**src/rtl/cache_assoc_pkg.sv**
```systemverilog
// cache_assoc_pkg: shared state enum, request struct and default geometry for cache_assoc
package cache_assoc_pkg;
    localparam int DEF_ADDR_W     = 16;
    localparam int DEF_DATA_W     = 8;
    localparam int DEF_LINE_BYTES = 2;
    localparam int DEF_SETS       = 8;
    localparam int DEF_WAYS       = 2;
    localparam int OFFSET_W       = $clog2(DEF_LINE_BYTES);
    localparam int INDEX_W        = $clog2(DEF_SETS);
    localparam int TAG_W          = DEF_ADDR_W - OFFSET_W - INDEX_W;
    localparam int MEM_W          = DEF_DATA_W * DEF_LINE_BYTES;
    localparam int REQ_ADDR_LSB   = 0;
    localparam int REQ_WDATA_LSB  = DEF_ADDR_W;
    localparam int REQ_WE_BIT     = DEF_ADDR_W + DEF_DATA_W;
    localparam int MREQ_DATA_LSB  = DEF_ADDR_W;
    localparam int MREQ_WE_BIT    = DEF_ADDR_W + MEM_W;

    typedef enum logic [2:0] {IDLE, LOOKUP, FILL_REQ, WRITE_REQ, RESP, DONE} state_t;

    typedef struct packed {
        logic                  we;
        logic [DEF_DATA_W-1:0] wdata;
        logic [DEF_ADDR_W-1:0] addr;
    } cpu_req_t;

    function automatic int ptr_w(input int ways);
        return ways > 1 ? $clog2(ways) : 1;
    endfunction
endpackage

```
**src/rtl/cache_assoc_way.sv**
```systemverilog
// cache_assoc_way: one way's tag, valid and data arrays with fill, byte-write and invalidate ports
module cache_assoc_way #(
    parameter int SETS   = 8,
    parameter int IW     = 3,
    parameter int TW     = 12,
    parameter int MW     = 16,
    parameter int OW     = 1,
    parameter int DATA_W = 8
) (
    input  logic              clock,
    input  logic              reset,
    input  logic [IW-1:0]     idx,
    input  logic [TW-1:0]     tag,
    output logic              hit,
    output logic              valid,
    output logic [MW-1:0]     line,
    input  logic              fill_en,
    input  logic              fill_valid,
    input  logic [MW-1:0]     fill_line,
    input  logic              bw_en,
    input  logic [OW-1:0]     bw_off,
    input  logic [DATA_W-1:0] bw_byte,
    input  logic              inv_en,
    input  logic [IW-1:0]     inv_idx,
    input  logic [TW-1:0]     inv_tag
);
    logic [TW-1:0]   tags [SETS];
    logic [MW-1:0]   data [SETS];
    logic [SETS-1:0] valids;

    assign valid = valids[idx];
    assign hit   = valids[idx] && tags[idx] == tag;
    assign line  = data[idx];

    // valid bits: a fill overrides a same-cycle invalidate of the old line in this slot
    always_ff @(posedge clock) begin
        if (reset) begin
            valids <= '0;
        end else begin
            if (inv_en && valids[inv_idx] && tags[inv_idx] == inv_tag) valids[inv_idx] <= 1'b0;
            if (fill_en) valids[idx] <= fill_valid;
        end
    end

    // tag and data storage, no reset needed
    always_ff @(posedge clock) begin
        if (fill_en) begin
            tags[idx] <= tag;
            data[idx] <= fill_line;
        end else if (bw_en) begin
            data[idx][bw_off*DATA_W +: DATA_W] <= bw_byte;
        end
    end
endmodule

```
**src/rtl/cache_assoc.sv**
```systemverilog
// cache_assoc: set-associative write-through no-write-allocate cache with round-robin replacement
// Define CACHE_ASSOC_STATS_EN to add saturating hit_count/miss_count outputs.
module cache_assoc
    import cache_assoc_pkg::*;
#(
    parameter int ADDR_W     = DEF_ADDR_W,
    parameter int DATA_W     = DEF_DATA_W,
    parameter int LINE_BYTES = DEF_LINE_BYTES,
    parameter int SETS       = DEF_SETS,
    parameter int WAYS       = DEF_WAYS
) (
    input  logic                               clock,
    input  logic                               reset,
    input  logic [DATA_W+ADDR_W:0]             cpu_request,
    input  logic                               cpu_request_ready,
    input  logic [ADDR_W-1:0]                  invalidate_address,
    input  logic                               invalidate_valid,
    output logic [DATA_W*LINE_BYTES+ADDR_W:0]  memory_request,
    output logic                               memory_request_ready,
    input  logic [DATA_W*LINE_BYTES-1:0]       memory_response,
    input  logic                               memory_response_ready,
    output logic [DATA_W-1:0]                  data_out,
    output logic                               data_out_ready
`ifdef CACHE_ASSOC_STATS_EN
    ,
    output logic [31:0]                        hit_count,
    output logic [31:0]                        miss_count
`endif
);
    localparam int OW = $clog2(LINE_BYTES);
    localparam int IW = $clog2(SETS);
    localparam int TW = ADDR_W - OW - IW;
    localparam int MW = DATA_W * LINE_BYTES;
    localparam int PW = ptr_w(WAYS);

    state_t            state, state_next;
    logic              req_we, inv_pend;
    logic [DATA_W-1:0] req_wdata, resp_byte;
    logic [ADDR_W-1:0] req_addr;
    logic [IW-1:0]     idx;
    logic [OW-1:0]     off;
    logic [WAYS-1:0]   hits, vbits, fill_sel, bw_sel;
    logic [MW-1:0]     lines [WAYS];
    logic [MW-1:0]     hit_line;
    logic [PW-1:0]     rr [SETS];
    logic [PW-1:0]     victim;
    logic              any_hit, inv_line, fill_done, fill_valid;

    assign idx        = req_addr[OW +: IW];
    assign off        = req_addr[OW-1:0];
    assign inv_line   = invalidate_valid && ((invalidate_address ^ req_addr) >> OW) == '0;
    assign any_hit    = |hits && !inv_line;
    assign fill_done  = state == FILL_REQ && memory_response_ready;
    assign fill_valid = !(inv_pend || inv_line);

    for (genvar w = 0; w < WAYS; w++) begin : g_way
        assign fill_sel[w] = fill_done && victim == PW'(w);
        assign bw_sel[w]   = state == LOOKUP && req_we && any_hit && hits[w];
        cache_assoc_way #(
            .SETS(SETS), .IW(IW), .TW(TW), .MW(MW), .OW(OW), .DATA_W(DATA_W)
        ) u_way (
            .clock(clock),
            .reset(reset),
            .idx(idx),
            .tag(req_addr[ADDR_W-1 -: TW]),
            .hit(hits[w]),
            .valid(vbits[w]),
            .line(lines[w]),
            .fill_en(fill_sel[w]),
            .fill_valid(fill_valid),
            .fill_line(memory_response),
            .bw_en(bw_sel[w]),
            .bw_off(off),
            .bw_byte(req_wdata),
            .inv_en(invalidate_valid),
            .inv_idx(invalidate_address[OW +: IW]),
            .inv_tag(invalidate_address[ADDR_W-1 -: TW])
        );
    end

    // hit-way line mux and victim choice: lowest invalid way, else the set's round-robin pointer
    always_comb begin
        hit_line = '0;
        victim   = rr[idx];
        for (int i = WAYS - 1; i >= 0; i--) begin
            hit_line = hit_line | (hits[i] ? lines[i] : '0);
            victim   = vbits[i] ? victim : PW'(i);
        end
    end

    // state register
    always_ff @(posedge clock) begin
        if (reset) state <= IDLE;
        else state <= state_next;
    end

    // next-state logic
    always_comb begin
        state_next = state;
        case (state)
            IDLE:                state_next = cpu_request_ready ? LOOKUP : IDLE;
            LOOKUP:              state_next = req_we ? WRITE_REQ : any_hit ? RESP : FILL_REQ;
            FILL_REQ, WRITE_REQ: state_next = memory_response_ready ? RESP : state;
            RESP:                state_next = DONE;
            DONE:                state_next = cpu_request_ready ? DONE : IDLE;
            default:             state_next = IDLE;
        endcase
    end

    // memory port outputs: line-aligned fill or single-byte write-through
    always_comb begin
        memory_request_ready = state == FILL_REQ || state == WRITE_REQ;
        memory_request = state == FILL_REQ  ? {1'b0, MW'(0), req_addr[ADDR_W-1:OW], OW'(0)}
                       : state == WRITE_REQ ? {1'b1, MW'(req_wdata), req_addr} : '0;
    end

    // request capture, response byte, pending-invalidate flag and registered CPU outputs
    always_ff @(posedge clock) begin
        if (reset) begin
            req_we         <= 1'b0;
            req_wdata      <= '0;
            req_addr       <= '0;
            resp_byte      <= '0;
            inv_pend       <= 1'b0;
            data_out       <= '0;
            data_out_ready <= 1'b0;
        end else begin
            if (state == IDLE && cpu_request_ready) {req_we, req_wdata, req_addr} <= cpu_request;
            if (state == LOOKUP) begin
                resp_byte <= req_we ? req_wdata : hit_line[off*DATA_W +: DATA_W];
                inv_pend  <= 1'b0;
            end
            if (state == FILL_REQ && inv_line) inv_pend <= 1'b1;
            if (fill_done) resp_byte <= memory_response[off*DATA_W +: DATA_W];
            data_out_ready <= state == RESP;
            data_out       <= state == RESP ? resp_byte : '0;
        end
    end

    // round-robin pointer advances only when a fill replaces a valid line
    always_ff @(posedge clock) begin
        if (reset) begin
            for (int s = 0; s < SETS; s++) rr[s] <= '0;
        end else if (fill_done && &vbits) begin
            rr[idx] <= rr[idx] == PW'(WAYS - 1) ? '0 : rr[idx] + 1'b1;
        end
    end

`ifdef CACHE_ASSOC_STATS_EN
    // saturating lookup statistics, writes included
    always_ff @(posedge clock) begin
        if (reset) begin
            hit_count  <= '0;
            miss_count <= '0;
        end else if (state == LOOKUP) begin
            if (any_hit && !(&hit_count)) hit_count <= hit_count + 1'b1;
            if (!any_hit && !(&miss_count)) miss_count <= miss_count + 1'b1;
        end
    end
`endif
endmodule
```
**config.mk**
```make
export PLATFORM = sky130hd
export DESIGN_NAME = cache_assoc
export DESIGN_NICKNAME = d
export VERILOG_FILES = /design/src/rtl/cache_assoc_pkg.sv /design/src/rtl/cache_assoc_way.sv /design/src/rtl/cache_assoc.sv
export SDC_FILE = /design/constraint.sdc
export NUM_CORES = 1
export LEC_CHECK = 0
export ABC_AREA = 1
export CAP_MARGIN = 40
export CORE_ASPECT_RATIO = 0.8
export CORE_MARGIN = 2
export CORE_UTILIZATION = 40
export DETAILED_ROUTE_END_ITERATION = 12
export PLACE_DENSITY = 0.6
export SKIP_CTS_REPAIR_TIMING = 1
export SYNTH_ARGS = -nofsm -noshare
export SYNTH_HDL_FRONTEND = slang
export SYNTH_HIERARCHICAL = 1
export SYNTH_SLANG_ARGS = --single-unit
```
**constraint.sdc**
```tcl
create_clock -name clock -period 3.5 [get_ports clock]
set_input_delay 0.875 -clock clock [delete_from_list [all_inputs] [get_ports clock]]
set_output_delay 0.875 -clock clock [all_outputs]
set_load 0.03 [all_outputs]
```
Word level (Yosys, flattened, before mapping)
Memories as Yosys holds them, arrays and structs flattened. A register that Yosys moved wholly into a read port is not among the register bits.
Index checks and enable logic that the tools add are counted.
{"block": "word_totals", "reg_bits": 62, "latch_bits": 0, "ram_bits": 456, "romBits": 0, "in_bits": 62, "output_inout_bits": 43, "word_cells": 205, "n_memories": 5}
{"block": "classes", "addsub": 2, "n_mul": 0, "div_mod_pow": 0, "magnitude_cmp": 4, "eq_ne": 10, "shifts": 4, "mux": 98, "n_bitwise": 39, "reduce_logical": 33}
{"memory": "g_way[0].u_way.data", "words": 8, "word_bits": 16, "rd": 1, "rd_clocked_by_memory_dff": 1, "write_ports": 1, "line": "cache_assoc_way.sv:28", "rtl": "logic [MW-1:0] data [SETS];"}
{"memory": "g_way[1].u_way.data", "words": 8, "word_bits": 16, "rd": 1, "rd_clocked_by_memory_dff": 1, "write_ports": 1, "line": "cache_assoc_way.sv:28"}
{"memory": "g_way[0].u_way.tags", "words": 8, "word_bits": 12, "rd": 2, "rd_clocked_by_memory_dff": 1, "write_ports": 1, "line": "cache_assoc_way.sv:27", "rtl": "logic [TW-1:0] tags [SETS];"}
{"memory": "g_way[1].u_way.tags", "words": 8, "word_bits": 12, "rd": 2, "rd_clocked_by_memory_dff": 1, "write_ports": 1, "line": "cache_assoc_way.sv:27"}
{"memory": "rr", "words": 8, "word_bits": 1, "rd": 1, "rd_clocked_by_memory_dff": 1, "write_ports": 8, "line": "cache_assoc.sv:45", "rtl": "logic [PW-1:0] rr [SETS];"}
{"cell": "8-bit two-way mux", "count": 9}
{"cell": "33-bit two-way mux", "count": 2}
{"cell": "16-bit two-way mux", "count": 4}
{"cell": "1-bit two-way mux", "count": 59}
{"cell": "12-bit equality test", "count": 4}
{"cell": "3-bit two-way mux", "count": 15}
{"cell": "4-bit negator with 34-bit output", "count": 1}
{"cell": "8-bit by 34-bit variable shift with 16-bit output (first input constant)", "count": 1}
{"cell": "8-bit by 34-bit indexed part select with 16-bit output", "count": 1}
{"cell": "1-bit OR", "count": 32}
{"cell": "16-bit by 5-bit indexed part select with 8-bit output", "count": 2}
{"cell": "1-bit logical AND", "count": 20}
{"cell": "8-bit AND", "count": 2}
{"cell": "8-bit bitwise mux", "count": 2}
{"cell": "16-bit zero test", "count": 1}
{"cell": "16-bit OR", "count": 1}
{"cell": "16-bit XOR", "count": 1}
{"cell": "3-bit case mux with 5 select lines", "count": 1}
{"cell": "1-bit binary-select mux with 3-bit select", "count": 4}
{"cell": "3-bit by 4-bit < comparator with 1-bit output (second input constant)", "count": 2}
{"cell": "8-bit inverter", "count": 1}
{"cell": "1-bit demux with 3-bit select", "count": 2}
{"cell": "3-bit by 2-bit equality test with 1-bit output (second input constant)", "count": 2}
{"cell": "3-bit equality test (second input constant)", "count": 2}
{"cell": "other kinds (12)", "count": 19}

Longest topological paths before layout
Gate-level depths: netlist (run 1).
{"block": "depth", "ltp_word": 11, "depth_mapped": 25, "ltp_nobuf": 22}

Cells and area by module
The synthesis (run 1) kept the hierarchy.
{"mod": "cache_assoc_way (g_way[1].u_way)", "n_inst": 1, "cells_per_inst": 1024, "area_per_inst_um2": 10543.9, "seq_area_each_um2": 6886.6}
{"mod": "cache_assoc_way (g_way[0].u_way)", "n_inst": 1, "cells_per_inst": 1004, "area_per_inst_um2": 10440.0, "seq_area_each_um2": 6886.6}
{"mod": "cache_assoc", "n_inst": 1, "cells_per_inst": 465, "area_per_inst_um2": 3113.0, "seq_area_each_um2": 1221.2}

Least setup slack after synthesis (run 1)
No wires, ideal clock.
{"block": "synth_timing", "path_type": "reg2reg", "start": "reg req_addr[1]", "end": "mem g_way[0].u_way.data[0][10] (data pin)", "setup_time_ns": 0.265, "arrival_time_ns": 3.418, "slack_ns": -0.183, "stages_incl_launch_ff": 21, "path_buffers": 4, "synth_period_minus_slack_ns": 3.683, "cell_sequence": "dfxtp_1 nand3_1 inv_1 buf_2 a22oi_1 nand3_1 o21ai_0 nor2_1 nand3_1 nor2_1 buf_2 buf_2 inv_1 nand2_1 nand3_1 nor2_1 inv_1 nor3_1 inv_1 clkbuf_1 o21ai_0"}
{"block": "synth_between", "elab_chain_cells": 11, "word_cells_on_any_way": 22, "classes_between": "mux: 10; bitwise: 2; reduce/logical: 10"}
{"item": "start: declaration", "line": "cache_assoc.sv:39", "rtl": "logic [ADDR_W-1:0] req_addr;"}
{"item": "start signal: assignment", "line": "cache_assoc.sv:128", "rtl": "if (state == IDLE && cpu_request_ready) {req_we, req_wdata, req_addr} <= cpu_request;"}
{"item": "1-bit binary-select mux with 3-bit select (*)", "line": "cache_assoc_way.sv:31", "rtl": "assign valid = valids[idx];"}
{"item": "1-bit two-way mux (not written as such) (*)", "line": "cache_assoc_way.sv:31"}
{"item": "named net vbits[0]", "line": "cache_assoc.sv:42", "rtl": "logic [WAYS-1:0] hits, vbits, fill_sel, bw_sel;"}
{"item": "1-bit logical AND (*)", "line": "cache_assoc_way.sv:32", "rtl": "assign hit = valids[idx] && tags[idx] == tag;"}
{"item": "named net hits[0]", "line": "cache_assoc.sv:42"}
{"item": "2-bit OR reduction", "line": "cache_assoc.sv:52", "rtl": "assign any_hit = |hits && !inv_line;"}
{"item": "1-bit logical AND", "line": "cache_assoc.sv:52"}
{"item": "1-bit logical AND", "line": "cache_assoc.sv:58", "rtl": "assign bw_sel[w] = state == LOOKUP && req_we && any_hit && hits[w];"}
{"item": "1-bit logical AND (*)", "line": "cache_assoc.sv:58"}
{"item": "named net bw_sel[0]", "line": "cache_assoc.sv:42"}
{"item": "1-bit two-way mux (*)", "line": "cache_assoc_way.sv:50", "rtl": "end else if (bw_en) begin"}
{"item": "1-bit two-way mux (*)", "line": "cache_assoc_way.sv:47", "rtl": "if (fill_en) begin"}
{"item": "16-bit two-way mux (not written as such) (*)", "line": "cache_assoc_way.sv:51", "rtl": "data[idx][bw_off*DATA_W +: DATA_W] <= bw_byte;"}
{"item": "1-bit two-way mux (no line) (*)"}
{"item": "end: declaration", "line": "cache_assoc_way.sv:28"}
The timed path passes the listed nets; every way through them passes the cells marked *. The select of a mux whose other input is x is not followed.

Worst setup path in the final report (run 1)
{"block": "layout_timing", "start": "reg req_addr[2]", "end": "mem g_way[1].u_way.data[3][2] (data pin)"}
{"block": "layout_between", "elab_chain_cells": 11, "word_cells_on_any_way": 21, "classes_between": "mux: 10; bitwise: 1; reduce/logical: 10"}
{"item": "1-bit binary-select mux with 3-bit select (*)", "line": "cache_assoc_way.sv:32"}
{"item": "1-bit two-way mux (not written as such) (*)", "line": "cache_assoc_way.sv:32"}
{"item": "1-bit logical AND (*)", "line": "cache_assoc_way.sv:32"}
{"item": "named net hits[1]", "line": "cache_assoc.sv:42"}
{"item": "2-bit OR reduction", "line": "cache_assoc.sv:52"}
{"item": "1-bit logical AND", "line": "cache_assoc.sv:52"}
{"item": "1-bit logical AND", "line": "cache_assoc.sv:58"}
{"item": "1-bit logical AND (*)", "line": "cache_assoc.sv:58"}
{"item": "named net bw_sel[1]", "line": "cache_assoc.sv:42"}
{"item": "1-bit two-way mux (*)", "line": "cache_assoc_way.sv:50"}
{"item": "1-bit two-way mux (*)", "line": "cache_assoc_way.sv:47"}
{"item": "16-bit two-way mux (not written as such) (*)", "line": "cache_assoc_way.sv:51"}
{"item": "1-bit two-way mux (no line) (*)"}
{"item": "end: declaration", "line": "cache_assoc_way.sv:28"}
Marked as above.

==> results of run 1 <==
-- flip-flops by register name, indices dropped and copies added, names as in the netlist, named ones only --
signal              count
rr                      8
resp_byte               8
data_out_ready          1
req_we                  1
req_wdata               8
state                   3
g_way.u_way/data      256
g_way.u_way/tags      192
req_addr               16
data_out                8
inv_pend                1
g_way.u_way/valids     16
-- routing by layer --
layer / up-vias / share of wire (%) / track usage [%]
li1: 9168 / - / -
met1: 9558 / 45 / 37.0
met2: 947 / 44 / 36.8
met3: 122 / 9.7 / 4.83
met4: 0 / 2.1 / 6.21
met5: - / 0 / 0
-- logic make-up (layout without fill, tap and decap cells) --
logic type      count (synthesis)  in the layout  share of synthesized area (%)
simple gates                 1094           1094                           18.8
flops                         521            521                           62.2
buf+inv                       452            836                           7.80
compound gates                418            418                           10.9
xor+xnor                        7              7                          0.254
other cells                     1              8                         0.0156
-- area by class of cell --
class	instances	area share, %
inverter	341	4.26
timing repair inverter	1	0.0247
clock inverter	27	0.905
timing repair buffer	392	11.8
multi-input combinational	1527	25.5
tap	779	3.20
clock buffer	75	5.01
sequential	521	49.3
-- through the flow --
stage | setup slack, ps | TNS [ps]
after floorplan | -30.5 | -3910
after global routing | -418 | -141270
after detailed placement | -438 | -152110
after CTS | -522 | -180450
final | -182 | -25330
after global placement | -439 | -145600
-- how the worst max path moves through the flow --
| stage | startpoint | endpoint | slack [ps] | cells after the start |
|---|---|---|---|---|
| floorplan | req_addr[3] | g_way[0].u_way/data[0][0] | -30 | 22 |
| global placement | req_addr[1] | g_way[0].u_way/data[3][14] | -440 | 22 |
| detailed placement | req_addr[1] | g_way[1].u_way/data[4][8] | -440 | 19 |
| CTS | req_addr[1] | g_way[0].u_way/data[3][14] | -520 | 22 |
| global route | req_addr[3] | g_way[1].u_way/data[5][7] | -420 | 23 |
| finish | req_addr[2] | g_way[1].u_way/data[3][2] | -180 | 23 |
-- worst max-delay path, cell delays in order, from the launching register on --
cell and delay [ps]:
dfxtp_4 440, buf_8 160, buf_4 140, nand3_4 120, buf_4 190, buf_4 160
o22ai_1 160, nor2_1 80, nand2_1 80, xnor2_1 130, nand4_1 160, nor2_4 220
inv_2 60, nand2_2 70, nand3_2 80, nor2_2 130, inv_2 50, buf_6 110
nor3_4 300, buf_4 180, inv_4 50, nand2_1 50, o21ai_0 100, buf_4 180
-- power by group --
part           leakage, nW  switching [W]  total (W)  internal [W]
combinational         6.62        0.00192    0.00296       0.00105
sequential            4.68       0.000166    0.00712       0.00696
clock                0.879        0.00243    0.00584       0.00341
total                 12.2        0.00452     0.0159        0.0114
-- cells in the final DEF, fill, tap and decap left out, types with 12 or more instances in the layout --
master,synthesis,layout
nand3_2,5,13
a22oi_1,49,48
clkbuf_1,25,12
nor2_2,10,33
buf_4,20,240
nand3_1,126,114
inv_1,315,301
o21ai_1,11,19
nor2_4,4,15
clkinv_1,7,16
o22ai_1,66,63
buf_12,0,15
clkdlybuf4s50_1,0,93
a21oi_1,77,75
dfxtp_1,65,62
edfxtp_1,456,456
inv_2,19,29
o21bai_1,12,12
clkbuf_16,0,59
a22o_1,33,33
buf_6,6,37
nand4_1,39,39
a221oi_1,26,26
nor2_1,247,213
o21ai_0,118,90
nand2_1,630,621
==> impl_metrics.py, run 1 <==
metrics = {
    "run_status": {
        "outcome": "finished with violations",
        "violations": "negative setup slack",
    },
    "layout": {
        "antenna-diode-count": 0,
        "ff_latch_area_um2": 15000,
        "fin_cells": 3663,
        "drive_gt1_share_pct": 18.4,
        "syn_to_final_growth_pct": 26.3,
        "fillCellCount": 5341,
        "layout.nets": 2900,
        "multi_input_area_um2": 7760,
        "finalInstanceArea_um2": 30400,
        "final_core_util_pct": 51.1,
    },
    "synthesis": {
        "synth.top_cell.area_share_pct": 56.8,
        "syn_inst": 2493,
        "synth.distinct_cells": 44,
        "yosysMostFrequentCell": "nand2_1",
        "async_flop_share_pct": 0,
        "yosys-top-cells-area": "edfxtp_1 57%, nand2_1 9.8%, dfxtp_1 5.4%",
        "synth_edf_count": 456,
        "yosysTopAreaCell": "edfxtp_1",
        "netlist_top_cells_count": "630 x nand2_1, 456 x edfxtp_1, 315 x inv_1",
        "synth_flop_cell": "edfxtp_1",
        "yosysSeqAreaShare_pct": 62.2,
        "syn_area_per_cell_um2": 9.67,
        "yosys_warnings": 6,
        "synth-seq-cells": 521,
        "syn_area_um2": 24100,
    },
    "clocking": {
        "path_clk_slew_ps": 70,
        "clock-sinks": 521,
        "cts_buffers": 54,
        "clockBufferDepth": 3,
        "worstSkewPairLatency_ps": 620,
        "cts_tree": "built",
        "root_buffer": "clkbuf_16",
        "cts.htree.levels": 2,
    },
    "floorplanning": {
        "rows": 80,
        "dieArea_um2": 62200,
        "die_x_um": 278,
        "pin_count": 105,
        "die_h_um": 224,
        "core-area_um2": 59600,
        "start_util_pct": 40.5,
    },
    "flow_run": {
        "maxCapViolCount": 0,
    },
    "critical_path": {
        "required_ps": 3850,
        "critPathLaunchType": "register",
        "path_class": "register to register",
        "reg2regPathDepth": 23,
        "rrSetupSlack_ps": -180,
        "cp_max_fo": 8,
        "cp_data_arrival_time_ps": 4030,
        "reg2reg_to": "g_way[1].u_way/data[3][2]",
        "cp-end-kind": "register",
        "timing.rr.start": "req_addr[2]",
    },
    "min_path": {
        "hold-path-endpoint": "data_out[2]",
        "worstHoldPathCells": 2,
        "hp-class": "register to register",
        "hp-start": "resp_byte[2]",
    },
    "grt": {
        "antenna_found_initial": 1,
        "gr-total-overflow": 0,
        "grt_pass1_wl_um": 115000,
        "first_global_vias": 18300,
        "grt_max_degree": 64,
        "grtUsageTotal_pct": 24.7,
    },
    "sta": {
        "hold-worst-slack_ps": 433,
        "finalCritPeriodShare_pct": 105,
        "rsz0062_at_grt": "true",
        "slew_headroom_pct": 52.7,
        "slew_viol_final": 0,
        "period_minus_slack_ps": 3680,
        "tightest_slew_ps": 709,
        "setup_violations": 337,
        "fmax_ghz": 0.272,
        "fin_skew_ps": 18.2,
        "worst_slack_ps": -182,
        "finalHoldViolCount": 0,
    },
    "place": {
        "gp_congestion": 0.957,
        "port_buffers": 95,
        "dp.cells": 3541,
        "placed_cell_area_um2": 27700,
        "dp_hpwl_um": 55500,
    },
    "detailed_routing": {
        "wire_per_inst_um": 21.6,
        "drcViolationCount": 0,
        "dr.pass1.iters": 6,
        "vias": 19800,
        "drt-initial-drc-count": 2361,
        "drtAntennaViolNets": 0,
        "routed_wl_um": 79200,
        "vias_per_cell": 5.40,
    },
    "pwr": {
        "leakage_nw": 12.2,
        "p_per_area_nw_per_um2": 523,
        "irDropWorstVdd_uv": 365,
        "power_w": 0.0159,
    },
}
(Power assumes the default switching activity.)
==> run 2, diff against run 1 <==
--- a/config.mk
+++ b/config.mk
@@ -9,10 +9,9 @@
 export CAP_MARGIN = 40
 export CORE_ASPECT_RATIO = 0.8
 export CORE_MARGIN = 2
-export CORE_UTILIZATION = 40
+export CORE_UTILIZATION = 55
 export DETAILED_ROUTE_END_ITERATION = 12
-export PLACE_DENSITY = 0.6
-export SKIP_CTS_REPAIR_TIMING = 1
+export PLACE_DENSITY = 0.77
 export SYNTH_ARGS = -nofsm -noshare
 export SYNTH_HDL_FRONTEND = slang
 export SYNTH_HIERARCHICAL = 1
==> run 2 against run 1 <==
Effect of this change:
- the run still ends with negative setup slack left
- global-route usage increased by 7.7 points
- final area down 0.95%
- hold slack gained 2.0 ps
- setup slack gained 140 ps
- critical path depth up 1
- critical endpoint is now g_way[0].u_way/data[2][0]
- register-to-register slack improved by 140 ps
- final cell count is 6.4% lower
- maximum frequency increased by 3.9%
- largest cell class unchanged
- critical path type unchanged
==> impl_metrics.py, run 2 (synthesized netlist as in run 1, its figures left out) <==
metrics = {
    "detailed_routing": {
        "drtAntennaViolNets": 0,
        "vias_per_cell": 5.92,
        "drt-initial-drc-count": 3045,
        "dr.pass1.iters": 8,
        "wire_per_inst_um": 22.0,
        "routed_wl_um": 75400,
        "drcViolationCount": 0,
        "vias": 20300,
    },
    "layout": {
        "reg_top3": "g_way.u_way/data (256), g_way.u_way/tags (192)",
        "largest_reg_flops": 256,
        "finalInstanceArea_um2": 30100,
        "final_cell_mix": "610 x nand2_1, 456 x edfxtp_1, 299 x inv_1",
        "drive_gt1_share_pct": 19.1,
        "fin_cells": 3430,
        "fillCellCount": 3127,
        "syn_to_final_growth_pct": 25.1,
        "antenna-diode-count": 0,
        "final_common_cell": "nand2_1",
        "regMostFlops": "g_way.u_way/data",
        "layout.nets": 2890,
    },
    "grt": {
        "antenna_found_initial": 0,
        "grtUsageTotal_pct": 32.4,
        "grt_max_degree": 51,
        "first_global_vias": 19100,
        "gr-total-overflow": 0,
        "grt_pass1_wl_um": 111000,
    },
    "floorplanning": {
        "dieArea_um2": 45500,
        "rows": 68,
        "die_h_um": 191,
        "start_util_pct": 55.8,
        "core-area_um2": 43200,
        "die_x_um": 238,
        "pin_count": 105,
    },
    "clocking": {
        "clockBufferDepth": 3,
        "cts_tree": "built",
        "cts_hold_buf": 0,
        "path_clk_slew_ps": 60,
        "root_buffer": "clkbuf_16",
        "worstSkewPairLatency_ps": 590,
        "cts_buffers": 50,
        "clock-sinks": 521,
        "cts.htree.levels": 2,
    },
    "critical_path": {
        "cp_max_fo": 8,
        "required_ps": 3940,
        "rrSetupSlack_ps": -50,
        "critPathLaunchType": "register",
        "crit_chain": "buf_8 > inv_4 > nand3_4 > clkinvlp_4 > buf_6 > buf_4 > a21oi_2 > nand3_1 > xor2_1 > nor2_1 > nand3_1 > nor2_1 > buf_4 > inv_4 > nand2_2 > nand3_2 > nor2_2 > inv_2 > nor3_4 > inv_2 > buf_6 > buf_6 > o21ai_2 > buf_6",
        "critical_path.max_stage_delay_ps": 440,
        "cp_slowest_cell": "dfxtp_4",
        "cp_data_arrival_time_ps": 3990,
        "path_class": "register to register",
        "cp-end-kind": "register",
        "cpMostUsedCell": "buf_6",
    },
    "run_status": {
        "outcome": "finished with violations",
        "violations": "negative setup slack",
    },
    "sta": {
        "rsz0062_at_grt": "true",
        "fin_skew_ps": 19.0,
        "slew_viol_final": 0,
        "period_minus_slack_ps": 3550,
        "tightest_slew_ps": 839,
        "fmax_ghz": 0.282,
        "hold-worst-slack_ps": 435,
        "setup_violations": 66,
        "worst_slack_ps": -45.0,
        "finalCritPeriodShare_pct": 101,
        "finalHoldViolCount": 0,
        "slew_headroom_pct": 44.1,
    },
    "place": {
        "placed_cell_area_um2": 27400,
        "dp_hpwl_um": 51400,
        "port_buffers": 95,
        "post-place-ws_ps": -523,
        "gp_congestion": 1.02,
        "dp.cells": 3313,
    },
    "pwr": {
        "irDropWorstVdd_uv": 381,
        "p_per_area_nw_per_um2": 513,
        "leakage_nw": 12.3,
    },
    "flow_run": {
        "maxCapViolCount": 0,
    },
    "min_path": {
        "hp-class": "register to register",
    },
}
## run 2: cell types whose count changed in the layout (fill, tap and decap cells not counted), sizes merged
cell           previous run  this run
clkdlybuf4s50            93        82
clkbuf                   78        64
clkinv                   27        30
buf                     295       293
inv                     332       331
dlymetal6s2s              1        12
## run 2: path summary, 6_finish.rpt
path,startpoint,end,cells past startpoint
worst max-delay path,req_addr[3],g_way[0].u_way/data[2][0],24
worst min-delay path,resp_byte[2],data_out[2],2
worst max register to register,req_addr[3],g_way[0].u_way/data[2][0],24
worst min register to register,resp_byte[2],data_out[2],2
## run 2: critical path, delay by kind of cell (launching register included)
family	cells	cell delay, ps
and+or+nand+nor	9	1070
xor gates and xnor gates	1	150
buffers and inverters	12	1450
AOI/OAI and AO/OA	2	270
DFF	1	440
## run 2: through the flow
stage	setup TNS, ps	power [W]	utilization [%]
4_1_cts	0	0.0153	68.0
2_1_floorplan	-3910	0.00862	-
3_5_place_dp	-169180	0.00979	63.4
5_1_grt	-43390	0.0159	69.7
3_3_place_gp	-147130	0.00974	63.4
6_report	-982	0.0155	69.7
## run 2: layout make-up
type,instances,area (um2),area share (%)
clock buffers,64,1370,4.53
clock inverters,30,289,0.959
inverters,341,1300,4.32
multi-input cells,1527,7880,26.2
flip-flops and latches,521,15000,49.8
well taps,560,701,2.32
repair buffers,387,3590,11.9
## run 2: layer usage
layer	part of all wire (%)	global-route usage [%]
met3	13	7.00
met2	45	50.0
met5	0	0
met1	39	46.2
met4	3.2	10.5
## run 2: where the power goes
group          internal (W)  switching (W)
clock network       0.00313        0.00234
registers           0.00696       0.000182
logic              0.000996        0.00186
## run 2: timing repair
action,in CTS,in global routing
gates resized for setup,64,206
pin swaps,8,32
buffers inserted,17,11
endpoints found under the setup margin,512,637
gates cloned,0,1
